$ cat src/rtl/cdc_a2s_rx_ctrl_if.sv
// Bundle for the async-to-sync receive controller: CDC request/ack/data on one side,
// the valid/ready output stream and status on the other.
interface cdc_a2s_rx_ctrl_if #(
   parameter int DW    = 64,
   parameter int DEPTH = 4,
   parameter int CW    = 16
);
   localparam int LW = $clog2(DEPTH) + 1;

   logic          Si;
   logic          So;
   logic [DW-1:0] Din;
   logic          En;
   logic [DW-1:0] Dout;
   logic          DoutV;
   logic          DoutR;
   logic [LW-1:0] Level;
   logic [CW-1:0] RxCount;

   modport slave (
      input  Si, Din, En, DoutR,
      output So, Dout, DoutV, Level, RxCount
   );

   modport master (
      output Si, Din, En, DoutR,
      input  So, Dout, DoutV, Level, RxCount
   );
endinterface

$ cat src/rtl/cdc_a2s_rx_ctrl.sv
// Synchronous-side receiver for the async-to-sync CDC channel: synchronizes Si, runs the
// four-phase Si/So handshake and buffers captured words in a show-ahead FIFO.
//
// state | meaning
// IDLE  | So=0, waiting for synchronized Si with En and FIFO space
// ACK   | So=1, word captured, waiting for synchronized Si to fall
module cdc_a2s_rx_ctrl #(
   parameter int DW          = 64,
   parameter int DEPTH       = 4,
   parameter int SYNC_STAGES = 2,
   parameter int CW          = 16
) (
   input logic              CLK,
   input logic              RESET,
   cdc_a2s_rx_ctrl_if.slave bus
);
   localparam int AW = $clog2(DEPTH);

   typedef enum logic {IDLE = 1'b0, ACK = 1'b1} state_t;

   state_t                 state_q, state_d;
   logic [SYNC_STAGES-1:0] sync_q;
   logic                   si_s;
   logic [AW:0]            wr_ptr, rd_ptr;
   logic [DW-1:0]          mem [DEPTH];
   logic [DW-1:0]          hold_q;
   logic [CW-1:0]          count_q;
   logic                   full, empty, push, pop;

   assign si_s  = sync_q[SYNC_STAGES-1];
   assign empty = (wr_ptr == rd_ptr);
   assign full  = (wr_ptr[AW] != rd_ptr[AW]) && (wr_ptr[AW-1:0] == rd_ptr[AW-1:0]);
   assign pop   = !empty && bus.DoutR;

   always_ff @(posedge CLK or posedge RESET) begin
      if (RESET) begin
         sync_q  <= '0;
         state_q <= IDLE;
      end else begin
         sync_q  <= {sync_q[SYNC_STAGES-2:0], bus.Si};
         state_q <= state_d;
      end
   end

   // Full is judged on the current occupancy only; a pop this edge frees space for the next.
   always_comb begin
      state_d = state_q;
      push    = 1'b0;
      case (state_q)
         IDLE: begin
            if (si_s && bus.En && !full) begin
               push    = 1'b1;
               state_d = ACK;
            end
         end
         ACK: begin
            if (!si_s) state_d = IDLE;
         end
         default: state_d = IDLE;
      endcase
   end

   always_ff @(posedge CLK or posedge RESET) begin
      if (RESET) begin
         wr_ptr  <= '0;
         rd_ptr  <= '0;
         count_q <= '0;
         hold_q  <= '0;
      end else begin
         if (push) begin
            wr_ptr  <= wr_ptr + 1'b1;
            count_q <= count_q + 1'b1;
         end
         if (pop) begin
            rd_ptr <= rd_ptr + 1'b1;
            hold_q <= mem[rd_ptr[AW-1:0]];
         end
      end
   end

   always_ff @(posedge CLK) begin
      if (push) mem[wr_ptr[AW-1:0]] <= bus.Din;
   end

   // When empty, Dout shows the last word popped (zero after reset).
   assign bus.So      = (state_q == ACK);
   assign bus.DoutV   = !empty;
   assign bus.Dout    = empty ? hold_q : mem[rd_ptr[AW-1:0]];
   assign bus.Level   = wr_ptr - rd_ptr;
   assign bus.RxCount = count_q;
endmodule
$ cat src/flat_wrapper.sv
// flat-port wrapper written by rule: the top's interface ports become plain ports
module cdc_a2s_rx_ctrl_flat 
#(
   parameter int DW          = 64,
   parameter int DEPTH       = 4,
   parameter int SYNC_STAGES = 2,
   parameter int CW          = 16
)
  (CLK, RESET, bus_Si, bus_Din, bus_En, bus_DoutR, bus_So, bus_Dout, bus_DoutV, bus_Level, bus_RxCount);
  cdc_a2s_rx_ctrl_if #(.DW(DW), .DEPTH(DEPTH), .CW(CW)) bus_i ();
  input logic CLK;
  input logic RESET;
  input wire logic [$bits(bus_i.Si)-1:0] bus_Si;
  input wire logic [$bits(bus_i.Din)-1:0] bus_Din;
  input wire logic [$bits(bus_i.En)-1:0] bus_En;
  input wire logic [$bits(bus_i.DoutR)-1:0] bus_DoutR;
  output wire logic [$bits(bus_i.So)-1:0] bus_So;
  output wire logic [$bits(bus_i.Dout)-1:0] bus_Dout;
  output wire logic [$bits(bus_i.DoutV)-1:0] bus_DoutV;
  output wire logic [$bits(bus_i.Level)-1:0] bus_Level;
  output wire logic [$bits(bus_i.RxCount)-1:0] bus_RxCount;
  assign bus_i.Si = bus_Si;
  assign bus_i.Din = bus_Din;
  assign bus_i.En = bus_En;
  assign bus_i.DoutR = bus_DoutR;
  assign bus_So = bus_i.So;
  assign bus_Dout = bus_i.Dout;
  assign bus_DoutV = bus_i.DoutV;
  assign bus_Level = bus_i.Level;
  assign bus_RxCount = bus_i.RxCount;
  cdc_a2s_rx_ctrl #(.DW(DW), .DEPTH(DEPTH), .SYNC_STAGES(SYNC_STAGES), .CW(CW)) u_core (.CLK(CLK), .RESET(RESET), .bus(bus_i));
endmodule
$ cat config.mk
export PLATFORM = sky130hd
export DESIGN_NAME = cdc_a2s_rx_ctrl_flat
export DESIGN_NICKNAME = d
export VERILOG_FILES = /design/src/rtl/cdc_a2s_rx_ctrl_if.sv /design/src/rtl/cdc_a2s_rx_ctrl.sv /design/src/flat_wrapper.sv
export SDC_FILE = /design/constraint.sdc
export NUM_CORES = 1
export LEC_CHECK = 0
export CAP_MARGIN = 20
export CORE_MARGIN = 4
export CORE_UTILIZATION = 45
export CTS_BUF_LIST = sky130_fd_sc_hd__clkbuf_8
export CTS_CLUSTER_DIAMETER = 50
export DETAILED_ROUTE_END_ITERATION = 10
export HOLD_SLACK_MARGIN = 0.1
export PLACE_DENSITY = 0.77
export SYNTH_ARGS = -nofsm -noshare
export SYNTH_HDL_FRONTEND = slang
export SYNTH_SLANG_ARGS = --single-unit
$ cat constraint.sdc
create_clock -name CLK -period 3.9 [get_ports CLK]
set_input_delay 0.78 -clock CLK [delete_from_list [all_inputs] [get_ports CLK]]
set_output_delay 0.78 -clock CLK [all_outputs]
set_load 0.01 [all_outputs]
==> metrics.md, run 1 <==
| Metric | Value |
|---|---|
| Gr usage total | 0.158 |
| Crit path DAT | 2.98 ns |
| DRT Pass-1 Iters | 4 |
| Crit Reg-Reg Endpoint | u_core.hold_q[28]$_DFFE_PP0P_ |
| Slew @ Worst Pin | 0.821 ns |
| Cell Area, Synth | 13500 um2 |
| Synthesis-to-finish area growth | 24.7% |
| Crit path max-delay family | buffers and inverters |
| Yosys warns | 0 |
| R2R cell count | 6 |
| # IOs | 154 |
| Fmax | 266 MHz |
| Syn_area_per_cell | 20.9 um2 |
| Leakage power | 5.98 nW |
| Htree depth | 2 |
| Crit-path slowest cell | dfrtp_4 |
| Routed wl met3 | 1610 um |
| Via density | 5.20 |
| First-pass GRT wire length | 41100 um |
| Clk slew on worst S/H paths | 0.06 ns |
| RSZ-0062 raised after global routing | no |
| Shortest period the worst path allows | 3.76 ns |
| Final instance area | 16900 um2 |
| Synth cell types | 28 |
| Largest family of logic cells by synthesized area | multiplexers |
| Port bufs | 153 |
| RR Startpoint | u_core.rd_ptr[0]$_DFFE_PP0P_ |
| DR iter-0 viols | 278 |
| Finish-stage setup viols | 0 |
| Total Nets Final | 922 |
| CP max FO | 19 |
| Crit path required time | 3.12 ns |
| Post-synthesis xor/xnor area fraction | 0.0142 |
| Post-synth top cells | 256 x edfxtp_1, 130 x mux2_2, 89 x dfrtp_1 |
| Seq/Total Area, Yosys | 0.733 |
| Largest net degree at the start of global routing | 68 |
| Worst-skew pair later-pin latency | 0.56 ns |
| Area share of the largest cell type after synthesis | 0.568 |
| Asr flop ratio synth | 0.258 |
| Chip Width | 181 um |
| DP Area | 15700 um2 |
| Met1 wire length | 11000 um |
| WL/cell | 20.3 um |
| # diodes | 0 |
| CP startpoint kind | register |
| Synth Area in Adders | 0.00888 |
| TNS Setup | 0 ns |
| Hold Path Depth | 0 |
| Max-cap violations | 0 |
| Total Die Area | 32900 um2 |
| CP max stage delay | 0.50 ns |
| Remaining global-route overflow | 0 |
| Post-synthesis mux area share | 0.215 |
| ANT nets after route | 0 |
| Total wire length | 26000 um |
| Synth Area in Simple Gates | 0.0141 |
| Worst IR drop on VDD | 0.652 mV |
| Top layer used by detailed routing | met5 |
| Slew headroom | 0.452 |
| Final Skew | 0.0213 ns |
| RePlAce Congestion | 0.712 |
| CTS Sinks | 345 |
| CP bufs+invs | 2 |
| Num CTS Buffers | 55 |
| Clock root buffer | clkbuf_8 |
| Vias in the first global route | 7327 |
| Wire length on met2 | 12900 um |
| Core Area | 29600 um2 |
| Yosys top cell by area | edfxtp_1 |
| Fin crit share | 0.965 |
| Hold Vio Cnt, Final | 0 |
| Initial antenna violation count | 1 |
| R2R Setup Slk | 1.11 ns |
| Slew Viols, Final | 0 |
| Hold Path Origin | u_core.sync_q[0]$_DFF_PP0_ |
| Die Y | 181 um |
| EDFF count, synth | 256 |
| Post-Syn Nets | 726 |
| CP cell instances | ha_1 -> nand3_4 -> buf_4 -> mux2_2 -> clkdlybuf4s50_1 |
| Layout cells sized above 1 | 0.340 |
| Clock Path Buffers | 3 |
| Cells after Synth | 648 |
| Outcome | complete, no violations |
| Cell with the most instances after synthesis | edfxtp_1 |
| Number of cell rows | 63 |
| Setup Crit Path Kind | register to output pin |
| CTS tree | yes |
| Vias | 6654 |
| Top cells by area, synth | edfxtp_1 57%, dfrtp_1 16%, mux2_2 11%, mux4_2 11%, xor2_1 0.84% |
| Main flop type after synthesis | edfxtp_1 |
| Starting Density | 0.456 |
| Min-delay worst type | register to register |
| Compound-gate portion of the synthesized area | 0.00213 |
| Power Dens Cells | 819 nW/um2 |
| # hold bufs at CTS | 0 |
| Seq cells post-synth | 345 |
| # DRC | 0 |
| Detailed placement HPWL | 15700 um |
| WHS Endpoint | u_core.sync_q[1]$_DFF_PP0_ |
| Critical path capture point type | output pin |
-- cells by family (layout without fill, tap and decap cells) --
kind of cell    after synthesis  after routing
compound gates                4              4
xor+xnor                     22             22
fa+ha+maj                     9              9
buf+inv                      37            278
flops                       345            345
mux                         194            194
simple gates                 37             37
-- report_power, final --
group          total [mW]  switching (mW)  internal, mW
registers            4.95           0.273          4.67
logic                5.62            2.42          3.20
clock network        3.26            1.37          1.89
total                13.8            4.06          9.77
-- worst max-delay path by stage --
| stage | end | startpoint | cells past startpoint |
|---|---|---|---|
| floorplan | u_core.mem[3][0]$_DFFE_PP_ | u_core.rd_ptr[1]$_DFFE_PP0P_ | 6 |
| CTS | bus_Dout[27] | u_core.rd_ptr[1]$_DFFE_PP0P_ | 4 |
| finish | bus_Dout[18] | u_core.rd_ptr[0]$_DFFE_PP0P_ | 5 |
| global route | bus_Dout[57] | u_core.wr_ptr[0]$_DFFE_PP0P_ | 6 |
| global placement | bus_Dout[27] | u_core.rd_ptr[1]$_DFFE_PP0P_ | 4 |
| detailed placement | bus_Dout[27] | u_core.rd_ptr[1]$_DFFE_PP0P_ | 4 |
-- sequential cells by signal, indices dropped and copies added (netlist names) --
register / flops
u_core.bus.RxCount: 16
u_core.bus.So: 1
u_core.hold_q: 64
u_core.mem: 256
u_core.rd_ptr: 3
u_core.sync_q: 2
u_core.wr_ptr: 3
-- layer usage --
metal / up-vias / track usage
met1: 3416 / 0.207
met4: 2 / 0.0378
met2: 201 / 0.270
met5: - / 0
met3: 42 / 0.0387
li1: 2993 / -
-- metrics by stage --
stage | hold WS (ns) | worst slack (ns) | instances | utilization | power [mW]
floorplan | 0.331 | 0.215 | 648 | - | 8.28
global placement | 0.334 | 0.661 | 1177 | 0.528 | 10.6
detailed placement | 0.350 | 0.658 | 1177 | 0.528 | 10.7
CTS | 0.351 | 0.0370 | 1279 | 0.569 | 14.0
global route | 0.356 | 0.000438 | 1279 | 0.569 | 14.6
finish | 0.340 | 0.138 | 1279 | 0.569 | 13.8
-- layout by cell type (no fill, tap or decap), types with 5 or more instances in the layout --
cell,count
clkbuf_8,67
buf_4,8
mux2_2,130
nand2_1,8
dfrtp_1,87
bufinv_16,5
xnor2_1,9
nand3_1,5
mux4_2,64
clkinv_2,6
nand4_1,5
ha_1,8
clkdlybuf4s50_1,153
buf_12,8
edfxtp_1,256
inv_1,17
clkinv_1,8
xor2_1,13
-- timing repair --
item,CTS,global route
buffers inserted,0,0
hold endpoints to repair,0,0
setup endpoints to repair,0,29
gates resized for setup,0,1
-- layout make-up --
cell class / count / area, um2
clock inverters: 35 / 287
repair buffers: 170 / 1760
fillers: 2259 / 12800
flip-flops and latches: 345 / 9920
well taps: 390 / 488
clock buffers: 67 / 922
inverters: 6 / 25.0
multi-input cells: 266 / 3470
Power figures use the tool's default switching activity.
==> run 2: changes to the inputs <==
- CAP_MARGIN: 20 -> unset
- RECOVER_POWER: unset -> 50
==> metrics.md, run 2 (synthesis results as in run 1) <==
| Metric | Value |
|---|---|
| Outcome | complete, but fails checks |
| Failing checks | max-capacitance violations, max-slew violations |
| Remaining global-route overflow | 0 (unchanged) |
| Switching part of the total | 0.294 (+0.00102) |
| Finish-stage setup viols | 0 (unchanged) |
| Setup Crit Path Kind | register to output pin |
| Slew @ Worst Pin | 2.49 ns (+1.66 ns) |
| # hold bufs at CTS | 0 (unchanged) |
| Vias | 6681 (+0.41%) |
| Gr usage total | 0.158 (unchanged) |
| Synthesis-to-finish area growth | 24.5% |
| Total wire length | 25900 um (-0.22%) |
| Slew Viols, Final | 58 (+58) |
| Die Y | 181 um (unchanged) |
| CTS tree | yes |
| Clock power frac | 0.236 (about the same) |
| DR iter-0 viols | 283 (+1.8%) |
| Critical path capture point type | output pin |
| CP max stage delay | 0.50 ns (about the same) |
| Placement Setup Slack | 0.658 ns (unchanged) |
| Commonest cells after routing, fill and taps aside | 256 x edfxtp_1, 130 x mux2_2, 87 x dfrtp_1 |
| Via density | 5.22 (+0.33%) |
| WL/cell | 20.2 um (-0.29%) |
| Leakage power | 6.03 nW (+0.83%) |
| Chip Width | 181 um (unchanged) |
| Num CTS Buffers | 55 (unchanged) |
| First-pass GRT wire length | 41100 um (unchanged) |
| Max reg flops | 256 (unchanged) |
| ANT nets after route | 0 (unchanged) |
| CTS Sinks | 345 (unchanged) |
| Vias in the first global route | 7327 (unchanged) |
| Min-delay worst type | register to register |
| Fmax | 266 MHz (about the same) |
| Detailed placement HPWL | 15700 um (unchanged) |
| Htree depth | 2 (unchanged) |
| Clock Path Buffers | 3 (unchanged) |
| Sw Pwr | 4.06 mW (+0.16%) |
| Final core utilization | 0.568 (-0.00131) |
| Hold Vio Cnt, Final | 0 (unchanged) |
| # IOs | 154 (unchanged) |
| Largest net degree at the start of global routing | 68 (unchanged) |
| Final Skew | 0.0210 ns (-0.000374 ns) |
| Crit path max-delay family | buffers and inverters |
| Comb pwr share | 0.405 (-0.002) |
| Shortest period the worst path allows | 3.76 ns (-0.000342 ns) |
| Slew headroom | -0.659 (-1.11) |
| Max-cap violations | 1 (+1) |
| Fillers | 2265 (+0.27%) |
| RePlAce Congestion | 0.712 (unchanged) |
| Worst-skew pair later-pin latency | 0.56 ns (about the same) |
| Clock root buffer | clkbuf_8 |
| Power Dens Cells | 820 nW/um2 (about the same) |
| CP max FO | 19 (unchanged) |
| Port bufs | 153 (unchanged) |
| Crit path DAT | 2.98 ns (about the same) |
| CP cell instances | ha_1 -> nand3_4 -> buf_4 -> mux2_2 -> clkdlybuf4s50_1 |
| CP bufs+invs | 2 (unchanged) |
| Worst Slack Setup Final | 0.139 ns (+0.000342 ns) |
| Worst hold slack | 0.340 ns (+0.000818 ns) |
| Core Area | 29600 um2 (unchanged) |
| Worst IR drop on VDD | 0.652 mV (about the same) |
| Total Die Area | 32900 um2 (unchanged) |
| Post-CTS setup buffers | 0 (unchanged) |
| CP startpoint kind | register |
| DRT Pass-1 Iters | 4 (unchanged) |
| RSZ-0062 raised after global routing | no |
| Part of the power in registers | 0.358 (about the same) |
| Number of cell rows | 63 (unchanged) |
| # DRC | 0 (unchanged) |
| Most common cell after layout, fill and taps aside | edfxtp_1 |
| Initial antenna violation count | 3 (+2) |
| Fin crit share | 0.964 (about the same) |
| Clk slew on worst S/H paths | 0.06 ns (about the same) |
| Starting Density | 0.456 (unchanged) |
| Crit-path slowest cell | dfrtp_4 |
| Internal | 9.74 mW (-0.33%) |
| Layout cells sized above 1 | 0.336 (-0.00337) |
| Total Nets Final | 922 (unchanged) |
| TNS Setup | 0 ns (unchanged) |
| Crit path required time | 3.12 ns (about the same) |
[run 2: cell types whose count changed in the layout (fill, tap and decap cells not counted)]
cell,before,now
clkdlybuf4s50_1,153,71
buf_4,8,6
inv_1,17,18
and2_0,0,1
clkbuf_1,0,1
diode_2,0,1
inv_4,1,0
buf_12,8,6
clkbuf_2,0,3
and2_4,4,3
dlygate4sd3_1,0,82
[run 2: final cells by class]
cell class | instances | area, um2 | area share
antenna | 1 | 2.50 | 0.000149
clock buffer | 67 | 922 | 0.0548
clock inverter | 35 | 287 | 0.0170
inverter | 6 | 22.5 | 0.00134
multi-input combinational | 266 | 3460 | 0.206
sequential | 345 | 9920 | 0.589
tap | 390 | 488 | 0.0290
timing repair buffer | 170 | 1730 | 0.103
[run 2: worst paths after layout]
path | start | cells after the start | slack [ns] | to
setup / recovery | u_core.rd_ptr[0]$_DFFE_PP0P_ | 5 | 0.14 | bus_Dout[18]
hold / removal | u_core.sync_q[0]$_DFF_PP0_ | 0 | 0.34 | u_core.sync_q[1]$_DFF_PP0_
hold reg to reg | u_core.sync_q[0]$_DFF_PP0_ | 0 | 0.34 | u_core.sync_q[1]$_DFF_PP0_
max in group asynchronous | RESET | 2 | 0.75 | u_core.rd_ptr[1]$_DFFE_PP0P_
min in group asynchronous | RESET | 2 | 1.42 | u_core.wr_ptr[1]$_DFFE_PP0P_
setup reg to reg | u_core.rd_ptr[0]$_DFFE_PP0P_ | 4 | 0.93 | u_core.mem[2][59]$_DFFE_PP_
[run 2: repair_timing]
item	in CTS	in global routing
hold endpoints to repair	0	0
setup endpoints to repair	0	29
gates resized for setup	0	1
[run 2: power by group through the flow]
stage | registers, mW | clock network, mW | logic, mW
floorplan | 4.95 | 0 | 3.33
CTS | 4.95 | 3.35 | 5.75
detailed placement | 5.01 | 0 | 5.71
global route | 5.01 | 3.53 | 6.02
finish | 4.95 | 3.26 | 5.59
global placement | 4.97 | 0 | 5.64
[run 2: per-stage QoR]
step | area, um2 | total power [mW] | std cells
final | 16800 | 13.8 | 1280
after global routing | 16800 | 14.6 | 1280
after detailed placement | 15700 | 10.7 | 1177
after CTS | 16900 | 14.0 | 1279
after global placement | 15700 | 10.6 | 1177
after floorplan | 13500 | 8.28 | 648
[run 2: metal layers]
metal  global-route usage  wire length (um)
met1                0.207             11100
met2                0.270             12900
met3               0.0387              1450
met4               0.0378               401
met5                    0                27
